--- config.mk ---
export PLATFORM = sky130hd
export DESIGN_NAME = an_decoder_seq
export DESIGN_NICKNAME = d
export VERILOG_FILES = /design/src/rtl/an_code_pkg.sv /design/src/rtl/an_mod_step.sv /design/src/rtl/an_decoder_seq.sv
export SDC_FILE = /design/constraint.sdc
export NUM_CORES = 1
export LEC_CHECK = 0
export CAP_MARGIN = 40
export CORE_MARGIN = 5
export CORE_UTILIZATION = 54
export CTS_CLUSTER_DIAMETER = 100
export CTS_CLUSTER_SIZE = 20
export DETAILED_ROUTE_END_ITERATION = 7
export GPL_ROUTABILITY_DRIVEN = 0
export PLACE_DENSITY = 0.88
export SLEW_MARGIN = 5
export SYNTH_ARGS = -nofsm -noshare
export SYNTH_HDL_FRONTEND = slang
export SYNTH_SLANG_ARGS = --single-unit
--- constraint.sdc ---
create_clock -name clk -period 3.43 [get_ports clk]
set_input_delay 0.8575 -clock clk [delete_from_list [all_inputs] [get_ports clk]]
set_output_delay 0.8575 -clock clk [all_outputs]
set_load 0.005 [all_outputs]
--- src/rtl/an_code_pkg.sv ---
`default_nettype none
// +----------------------------------------------------------------------+
// | Package     : an_code_pkg                                            |
// | Description : Constants, FSM state type and index-width helper       |
// |               shared by the AN-code encoder and decoder.             |
// | Revision    : 1.0 - initial release                                  |
// +----------------------------------------------------------------------+
package an_code_pkg;

  // Default code configuration: A=13 protects an 8-bit N in 12 bits.
  localparam int c_def_a      = 13;
  localparam int c_def_data_w = 8;
  localparam int c_def_cw_w   = 12;

  // Decoder sequencing states.
  typedef enum logic [2:0] {
    ST_IDLE   = 3'd0,
    ST_RESID  = 3'd1,
    ST_SEARCH = 3'd2,
    ST_DIV    = 3'd3,
    ST_DONE   = 3'd4
  } an_state_t;

  // Bits needed to hold values 0..n-1 (never less than one bit).
  function automatic int idx_w(input int n);
    int w;
    w = 1;
    while ((1 << w) < n) w++;
    return w;
  endfunction

endpackage
`default_nettype wire

--- src/rtl/an_mod_step.sv ---
`default_nettype none
// +----------------------------------------------------------------------+
// | Module      : an_mod_step                                            |
// | Description : One step of (2x + b) mod A with a single conditional  |
// |               subtract; x must already be below A. wrap reports that |
// |               the subtract happened (a quotient bit when dividing).  |
// | Revision    : 1.0 - initial release                                  |
// +----------------------------------------------------------------------+
module an_mod_step
  import an_code_pkg::*;
#(
  parameter int A  = c_def_a,
  parameter int RW = idx_w(c_def_a)
) (
  input  logic [RW-1:0] x,
  input  logic          b,
  output logic [RW-1:0] y,
  output logic          wrap
);

  localparam logic [RW:0]   c_a_ext = (RW+1)'(A);
  localparam logic [RW-1:0] c_a     = RW'(A);

  logic [RW:0] w_t;

  // Shift in the new bit, then fold back once; 2x+b < 2A so one subtract suffices.
  always_comb begin
    w_t  = {x, b};
    wrap = (w_t >= c_a_ext);
    y    = wrap ? (w_t[RW-1:0] - c_a) : w_t[RW-1:0];
  end

endmodule
`default_nettype wire

--- src/rtl/an_decoder_seq.sv ---
`default_nettype none
// +----------------------------------------------------------------------+
// | Module      : an_decoder_seq                                         |
// | Description : Bit-serial AN-code decoder. Computes CW mod A, finds   |
// |               and repairs a single flipped bit, divides by A.        |
// |               Fixed latency of 3*CW_W+1 cycles from accept.          |
// |               Optional AN_ERR_STATS_EN adds saturating counters of   |
// |               corrected / uncorrectable words.                       |
// | Revision    : 1.0 - initial release                                  |
// +----------------------------------------------------------------------+
module an_decoder_seq
  import an_code_pkg::*;
#(
  parameter int A      = c_def_a,
  parameter int DATA_W = c_def_data_w,
  parameter int CW_W   = c_def_cw_w
`ifdef AN_ERR_STATS_EN
  ,
  parameter int CNT_W  = 16
`endif
) (
  input  logic                     clk,
  input  logic                     rst,
  input  logic                     in_valid,
  output logic                     in_ready,
  input  logic [CW_W-1:0]          in_cw,
  output logic                     out_valid,
  input  logic                     out_ready,
  output logic [DATA_W-1:0]        out_data,
  output logic                     out_corr,
  output logic                     out_uncorr,
  output logic [idx_w(CW_W)-1:0]   out_errbit
`ifdef AN_ERR_STATS_EN
  ,
  output logic [CNT_W-1:0]         stat_corr,
  output logic [CNT_W-1:0]         stat_uncorr
`endif
);

  localparam int              IW        = idx_w(CW_W);
  localparam int              RW        = idx_w(A);
  localparam logic [IW-1:0]   c_last    = IW'(CW_W - 1);
  localparam logic [IW-1:0]   c_cnt_one = IW'(1);
  localparam logic [RW-1:0]   c_a       = RW'(A);
  localparam logic [RW-1:0]   c_one     = RW'(1);

  an_state_t         r_state, w_next;
  logic [CW_W-1:0]   r_cw;        // codeword as received
  logic [CW_W-1:0]   r_corrcw;    // codeword after (optional) repair
  logic [RW-1:0]     r_r;         // residue CW mod A
  logic [RW-1:0]     r_p;         // 2^i mod A for the current search bit
  logic [RW-1:0]     r_rem;       // division remainder
  logic [DATA_W-1:0] r_q;         // quotient, keeps only the low DATA_W bits
  logic [IW-1:0]     r_cnt;
  logic [IW-1:0]     r_errbit;
  logic              r_found;
  logic              r_uncorr;

  logic              w_last;
  logic [IW-1:0]     w_idx;
  logic [RW-1:0]     w_sx, w_sy;
  logic              w_sb, w_wrap;
  logic [CW_W-1:0]   w_pow;
  logic [CW_W:0]     w_sum;
  logic              w_bit_i, w_match;

  // Single shared modulo step; the three phases never need it at once.
  an_mod_step #(.A(A), .RW(RW)) u_step (
    .x    (w_sx),
    .b    (w_sb),
    .y    (w_sy),
    .wrap (w_wrap)
  );

  // Route residue, power-of-two or remainder through the modulo step.
  always_comb begin
    w_last = (r_cnt == c_last);
    w_idx  = c_last - r_cnt;
    w_sx   = '0;
    w_sb   = 1'b0;
    case (r_state)
      ST_RESID:  begin w_sx = r_r;   w_sb = r_cw[w_idx];     end
      ST_SEARCH: begin w_sx = r_p;   w_sb = 1'b0;            end
      ST_DIV:    begin w_sx = r_rem; w_sb = r_corrcw[w_idx]; end
      default:   begin w_sx = '0;    w_sb = 1'b0;            end
    endcase
  end

  // Bit i explains the residue if removing a set bit or adding a clear bit zeroes it.
  always_comb begin
    w_pow   = {{(CW_W-1){1'b0}}, 1'b1} << r_cnt;
    w_sum   = {1'b0, r_cw} + {1'b0, w_pow};
    w_bit_i = r_cw[r_cnt];
    w_match = (r_r != '0) &&
              (( w_bit_i && (r_r == r_p)) ||
               (!w_bit_i && (r_r == (c_a - r_p)) && !w_sum[CW_W]));
  end

  // State register.
  always_ff @(posedge clk or posedge rst) begin
    if (rst) r_state <= ST_IDLE;
    else     r_state <= w_next;
  end

  // Next-state: each working phase lasts exactly CW_W cycles.
  always_comb begin
    w_next = r_state;
    case (r_state)
      ST_IDLE:   if (in_valid)  w_next = ST_RESID;
      ST_RESID:  if (w_last)    w_next = ST_SEARCH;
      ST_SEARCH: if (w_last)    w_next = ST_DIV;
      ST_DIV:    if (w_last)    w_next = ST_DONE;
      ST_DONE:   if (out_ready) w_next = ST_IDLE;
      default:                  w_next = ST_IDLE;
    endcase
  end

  // Outputs: handshake from the state, result straight from the datapath registers.
  always_comb begin
    in_ready   = (r_state == ST_IDLE);
    out_valid  = (r_state == ST_DONE);
    out_data   = r_q;
    out_corr   = r_found;
    out_uncorr = r_uncorr;
    out_errbit = r_errbit;
  end

  // Datapath: residue, correction search and restoring division.
  always_ff @(posedge clk or posedge rst) begin
    if (rst) begin
      r_cw     <= '0;
      r_corrcw <= '0;
      r_r      <= '0;
      r_p      <= '0;
      r_rem    <= '0;
      r_q      <= '0;
      r_cnt    <= '0;
      r_errbit <= '0;
      r_found  <= 1'b0;
      r_uncorr <= 1'b0;
    end else begin
      case (r_state)
        ST_IDLE: if (in_valid) begin
          r_cw     <= in_cw;
          r_corrcw <= in_cw;
          r_r      <= '0;
          r_p      <= c_one;
          r_rem    <= '0;
          r_q      <= '0;
          r_cnt    <= '0;
          r_errbit <= '0;
          r_found  <= 1'b0;
          r_uncorr <= 1'b0;
        end
        ST_RESID: begin
          r_r   <= w_sy;
          r_cnt <= w_last ? '0 : r_cnt + c_cnt_one;
        end
        ST_SEARCH: begin
          r_p   <= w_sy;
          r_cnt <= w_last ? '0 : r_cnt + c_cnt_one;
          // Lowest matching bit wins; later matches are ignored.
          if (w_match && !r_found) begin
            r_found  <= 1'b1;
            r_errbit <= r_cnt;
            r_corrcw <= w_bit_i ? (r_cw - w_pow) : w_sum[CW_W-1:0];
          end
          if (w_last) r_uncorr <= (r_r != '0) && !r_found && !w_match;
        end
        ST_DIV: begin
          r_rem <= w_sy;
          r_q   <= (r_q << 1) | DATA_W'(w_wrap);
          r_cnt <= w_last ? '0 : r_cnt + c_cnt_one;
        end
        default: ;
      endcase
    end
  end

`ifdef AN_ERR_STATS_EN
  localparam logic [CNT_W-1:0] c_stat_one = CNT_W'(1);
  logic [CNT_W-1:0] r_stat_corr, r_stat_uncorr;

  // Count delivered words by outcome, sticking at all-ones.
  always_ff @(posedge clk or posedge rst) begin
    if (rst) begin
      r_stat_corr   <= '0;
      r_stat_uncorr <= '0;
    end else if ((r_state == ST_DONE) && out_ready) begin
      if (r_found  && (r_stat_corr   != '1)) r_stat_corr   <= r_stat_corr   + c_stat_one;
      if (r_uncorr && (r_stat_uncorr != '1)) r_stat_uncorr <= r_stat_uncorr + c_stat_one;
    end
  end

  assign stat_corr   = r_stat_corr;
  assign stat_uncorr = r_stat_uncorr;
`endif

endmodule
`default_nettype wire

# Word level (Yosys, flattened, before mapping)
# Cells that the tools add are included.
# W data, S select, Z words.
# word_totals
in_bits	16
elab_cells	97
regBits	57
# op_classes
n_eq_ne	13
n_shift	1
muxes	35
order_cmp	3
add_sub_neg	6
n_reduce_logical	27
bitwise_logic	1
# ops
cell	n
$pmux W4 S2	5
$mux W12	3
$pmux W12 S2	1
$mux W4	5
$pmux W8 S2	1
$mux W3	5
$pmux W3 S5	1
$add A12 B12 Y13	1
$bmux W1 S4	3
$pmux W4 S3	1
$shl A1 B4 Y12 const A	1
$sub A12 B12 Y12	1
$lt A4 B5 Y1 const B	2
$ne A2 B2 Y1 const B	5
$reduce_and A2 Y1	5
$eq A4 B4 Y1	2
$mux W8	1
$or A8 B1 Y8	1
$reduce_bool A2 Y1	4
$sub A4 B4 Y4 const A	2
$logic_and A1 B1 Y1	7
$eq A3 B2 Y1 const B	2
$mux W1	6
$pmux W1 S2	3
14 further kinds	18

# Depth between registers and ports, before layout
# logic_depth
word_depth	11
depth_mapped	15
mapped_depth_nobuf	12

# Hierarchy
# From an unflattened synthesis, not the netlist that was laid out.
# unflattened
hier_cells	506
hier_area_um2	4418.0
# modules_own_cells
module	area_per_inst_um2	cells_each	n_inst
an_decoder_seq	4301.6	487	1
an_mod_step	116.4	19	1

# Worst setup path before layout
# No wires, ideal clock.
# synth_path
path_kind	flip-flop to flip-flop
from	reg r_cnt[0]
to	reg r_corrcw[5]
required_ns	3.305
setup_time_ns	0.125
path_slack_ns	0.253
n_path_buf	3
arrival_time_ns	3.052
stages_incl_launch_ff	14
cell_sequence	dfrtp_1 > buf_6 > buf_8 > inv_1 > ha_1 > nand2_1 > ha_1 > clkbuf_1 > or3_1 > a221o_1 > o2111a_2 > o21ai_4 > nand2_4 > mux2_4
# synth_via
elab_chain_len	10
word_cells_on_any_way	18
# synth_lines
element	line_no	source
from (decl)	an_decoder_seq.sv:54	logic [IW-1:0] r_cnt;
from (signal assigned)	an_decoder_seq.sv:157	r_cnt <= w_last ? '0 : r_cnt + c_cnt_one;
from (signal assigned)	an_decoder_seq.sv:161	r_cnt <= w_last ? '0 : r_cnt + c_cnt_one;
from (signal assigned)	an_decoder_seq.sv:173	r_cnt <= w_last ? '0 : r_cnt + c_cnt_one;
parallel branches: the longest is 10 deep, another holds $add A12 B12 Y13	-	
to (signal assigned)	an_decoder_seq.sv:145	r_corrcw <= in_cw;
to (signal assigned)	an_decoder_seq.sv:166	r_corrcw <= w_bit_i ? (r_cw - w_pow) : w_sum[CW_W-1:0];
to (decl)	an_decoder_seq.sv:49	logic [CW_W-1:0] r_corrcw;
# Parallel ways; which one is timed is not known. The select of a mux whose other input is x is not followed.
# A chain may end at the register's enable or synchronous reset.

# Final worst setup path
# layout_path
from	reg r_cnt[1]
to	reg r_corrcw[9]
# Same word-level chain as after synthesis.

==> impl_results.html <==
<table>
<tr><th>Metric</th><th>Value</th></tr>
<tr><th colspan="2">Run status</th></tr>
<tr><td>Run status</td><td>complete, no violations</td></tr>
<tr><th colspan="2">Setup path</th></tr>
<tr><td>Largest driver fanout on the critical path</td><td>8</td></tr>
<tr><td>Data arrival at the endpoint of the critical path</td><td>roughly 3.5 ns</td></tr>
<tr><td>CP startpoint kind</td><td>register</td></tr>
<tr><td>Path type of the worst setup path</td><td>register to register</td></tr>
<tr><td>Sort of element at the end of the critical path</td><td>register</td></tr>
<tr><td>Required @ worst endpoint</td><td>roughly 3.7 ns</td></tr>
<tr><th colspan="2">Routing</th></tr>
<tr><td>Wl on met1</td><td>4.88 mm</td></tr>
<tr><td>Highest routed metal layer</td><td>met4</td></tr>
<tr><td>Number of design rule violations left after detail routing</td><td>0</td></tr>
<tr><td>Antenna viol nets, final</td><td>0</td></tr>
<tr><td>Vias per Instance</td><td>6.26</td></tr>
<tr><td>Number of optimization iterations in the first detailed-route pass</td><td>5</td></tr>
<tr><td>Wire length per cell</td><td>18.5 um</td></tr>
<tr><td>Met3 WL post-DR</td><td>approximately 840 um</td></tr>
<tr><td>Wire length reported by the detailed router</td><td>12.0 mm</td></tr>
<tr><td>DRT iter0 DRCs</td><td>between 500 and 600</td></tr>
<tr><td>Sum of met2 wire segment lengths after detailed routing</td><td>about 5.8 mm</td></tr>
<tr><td>Number of vias in the routed layout</td><td>4052</td></tr>
<tr><th colspan="2">Global route</th></tr>
<tr><td>Total congestion overflow</td><td>0</td></tr>
<tr><td>Number of antenna violations at the first check in global routing</td><td>0</td></tr>
<tr><td>Via count of the first global-routing pass</td><td>just under 4000</td></tr>
<tr><td>Maximum number of pins on one net before global-route repair</td><td>36</td></tr>
<tr><td>First-pass GRT wire length</td><td>between 15 and 20 mm</td></tr>
<tr><td>Total routing usage reported by global routing</td><td>0.243</td></tr>
<tr><th colspan="2">Layout</th></tr>
<tr><td>Antenna Diode Count</td><td>0</td></tr>
<tr><td>Layout cells sized above 1</td><td>0.153</td></tr>
<tr><td>P&amp;R area growth vs syn</td><td>14.8%</td></tr>
<tr><td>Final #Nets</td><td>591</td></tr>
<tr><th colspan="2">Logic synthesis</th></tr>
<tr><td>Yosys warning total</td><td>0</td></tr>
<tr><td>Distinct cell type count after synthesis</td><td>between 70 and 80</td></tr>
<tr><td>Gate count of the mapped netlist</td><td>500</td></tr>
<tr><td>Post-synth top cells</td><td>60 x nand2_1, 57 x dfrtp_1, 36 x ha_1, 36 x o21ai_0</td></tr>
<tr><td>Post-synthesis net count</td><td>between 500 and 600</td></tr>
<tr><td>Synth top area cells</td><td>dfrtp_1 32%, ha_1 10%, nand2_1 5.0%</td></tr>
<tr><td>Number of enable flip-flop cells after synthesis</td><td>0</td></tr>
<tr><td>Dominant cell type by area after synthesis</td><td>dfrtp_1</td></tr>
<tr><td>Sequential share of the synthesized area</td><td>0.319</td></tr>
<tr><td>Synth top area share</td><td>0.319</td></tr>
<tr><td>Total standard cell area after synthesis</td><td>4470 sq um</td></tr>
<tr><td>Ys flop type</td><td>dfrtp_1</td></tr>
<tr><td>Proportion of synthesized flip-flops having asynchronous set or reset</td><td>1.00</td></tr>
<tr><td>Post-synthesis sequential element count</td><td>57</td></tr>
<tr><td>Synthesized area per cell</td><td>8.94 sq um</td></tr>
<tr><td>Library cell with the highest instance count after synthesis</td><td>nand2_1</td></tr>
<tr><th colspan="2">Clock tree</th></tr>
<tr><td>Number of clock buffers inserted by TritonCTS</td><td>9</td></tr>
<tr><td>Largest buffer count on any clock path</td><td>2</td></tr>
<tr><td>Hold-fix buffers, CTS</td><td>0</td></tr>
<tr><td>Number of clock sinks</td><td>57</td></tr>
<tr><td>Clock tree from TritonCTS</td><td>built</td></tr>
<tr><td>Deepest level of the CTS H-tree</td><td>3</td></tr>
<tr><td>Insertion delay of the later-clocked pin in the worst-skew pair</td><td>roughly 0.36 ns</td></tr>
<tr><td>Root Driver</td><td>clkbuf_8</td></tr>
<tr><td>Clock transition at the registers of the reported paths</td><td>0.07 ns</td></tr>
<tr><th colspan="2">Timing</th></tr>
<tr><td>Final period demand of the worst path</td><td>roughly 3.3 ns</td></tr>
<tr><td>Number of failing hold endpoints at the final stage</td><td>0</td></tr>
<tr><td>Final worst hold slack</td><td>roughly 0.49 ns</td></tr>
<tr><td>Final period util</td><td>0.951</td></tr>
<tr><td>Transition at the pin with the smallest max-transition slack</td><td>about 0.61 ns</td></tr>
<tr><td>Relative slew slack</td><td>0.596</td></tr>
<tr><td>Highest Clock Rate</td><td>0.306 GHz</td></tr>
<tr><td>Finish-stage setup viols</td><td>0</td></tr>
<tr><td>Unrepaired setup endpoints after global routing</td><td>no</td></tr>
<tr><td>Post-Route Skew</td><td>0.00731 ns</td></tr>
<tr><td>Number of max-slew violations in the final report</td><td>0</td></tr>
<tr><td>Accumulated negative setup slack</td><td>0 ns</td></tr>
<tr><th colspan="2">Placed design</th></tr>
<tr><td>Post-DP HPWL</td><td>8.92 mm</td></tr>
<tr><td>Port buffer count</td><td>31</td></tr>
<tr><th colspan="2">Hold path</th></tr>
<tr><td>Type of the worst min-delay path</td><td>register to register</td></tr>
<tr><th colspan="2">Floorplan</th></tr>
<tr><td>Starting density of the core</td><td>0.550</td></tr>
<tr><td>Die Area</td><td>10200 sq um</td></tr>
<tr><td>Height of the die</td><td>~100 um</td></tr>
<tr><td>Area inside the core boundary</td><td>8130 sq um</td></tr>
<tr><td>Die boundary width</td><td>101 um</td></tr>
<tr><td>Top-level port count</td><td>32</td></tr>
<tr><td>Std-Cell Rows</td><td>33</td></tr>
<tr><th colspan="2">Run</th></tr>
<tr><td>Max_cap viols</td><td>0</td></tr>
<tr><th colspan="2">Power and ir drop</th></tr>
<tr><td>Pwr/cell area</td><td>roughly 780 nW/um^2</td></tr>
<tr><td>Max rail drop VDD</td><td>~0.00047 V</td></tr>
<tr><td>Leak pwr</td><td>between 0.002 and 0.0025 uW</td></tr>
</table>
metal layers:
| metal | global-route usage | vias up |
|---|---|---|
| met3 | 0.0450 | 44 |
| li1 | - | 1862 |
| met2 | 0.403 | 182 |
| met1 | 0.308 | 1964 |
| met5 | 0 | - |
| met4 | 0.112 | 0 |
through the flow:
step	instances	cell area (sq um)	total power, uW	setup WS [ns]	utilization
2_1_floorplan	500	4470	2740	0.253	-
3_5_place_dp	630	4940	3330	0.163	0.607
5_1_grt	647	5130	4260	0.0267	0.631
3_3_place_gp	630	4940	3200	0.329	0.607
4_1_cts	646	5120	3930	0.172	0.629
6_report	647	5130	3990	0.167	0.631
report_power, final:
group / internal, uW / total [uW] / switching, uW
Combinational: 1010 / 2350 / 1340
Sequential: 839 / 1060 / 218
Clock: 280 / 583 / 302
Total: 2130 / 3990 / 1860
path summary, 6_finish.rpt:
kind,start,endpoint,slack (ns),cells past startpoint
max in group asynchronous,rst,r_r[0],1.98,3
worst max-delay path,r_cnt[1],r_corrcw[9],0.17,12
worst min-delay path,r_corrcw[1],r_corrcw[1],0.49,2
worst max register to register,r_cnt[1],r_corrcw[9],0.17,12
worst min register to register,r_corrcw[1],r_corrcw[1],0.49,2
min in group asynchronous,rst,out_errbit[3],0.88,2
area by class of cell:
class                   count  area [sq um]
clock buffers              10           138
clock inverters             6          43.8
fillers                   636          3000
inverters                  32           120
multi-input cells         386          2800
flip-flops and latches     57          1430
well taps                 105           131
repair buffers             51           473
registers in the layout, indices dropped and copies added, names as in the netlist:
signal	flops
r_cw	12
r_state	3
out_data	8
out_uncorr	1
r_corrcw	12
out_errbit	4
r_r	4
r_rem	4
r_cnt	4
out_corr	1
r_p	4
critical path: stages (launching register included):
cell	delay [ns]
dfrtp_1	0.43
inv_1	0.17
ha_1	0.23
nand2_1	0.10
ha_1	0.39
nor2b_4	0.17
or3_1	0.34
a221o_1	0.41
o2111a_1	0.31
nor3_4	0.21
buf_4	0.18
nor2_1	0.05
a22o_1	0.19
placed cells by master (no fill, tap or decap), drive strengths merged, types with 3 or more instances in the layout:
cell type	netlist	final
buf	9	20
mux2i	6	6
o31ai	5	5
a31oi	7	7
or2	4	4
o2111a	3	3
nand2b	8	8
or3	7	7
nor2b	11	11
a21o	4	4
nand3	21	21
clkinvlp	0	4
nor4	6	6
a22oi	5	5
clkbuf	16	10
ha	36	36
o211ai	4	4
clkdlybuf4s50	0	31
inv	32	32
mux4	9	9
nand4	3	3
mux2	13	13
xor2	10	10
o21a	4	4
and2	6	6
dfrtp	57	57
o21ai	45	45
nand2	62	62
nor2	33	33
o31a	4	4
nor3	12	12
a21oi	24	24
timing repair:
action / 4_1_cts / 5_1_grt
buffers inserted: 0 / 1
endpoints found under the setup margin: 0 / 3
resized for setup: 0 / 1
logic make-up (layout without fill, tap and decap cells):
logic type / Yosys count / in the layout / synth area share
simple gates: 182 / 182 / 0.209
compound gates: 126 / 126 / 0.189
flops: 57 / 57 / 0.319
buf+inv: 57 / 99 / 0.0560
fa+ha+maj: 38 / 38 / 0.110
mux: 28 / 28 / 0.0932
xor+xnor: 12 / 12 / 0.0235
(Power assumes the default switching activity.)
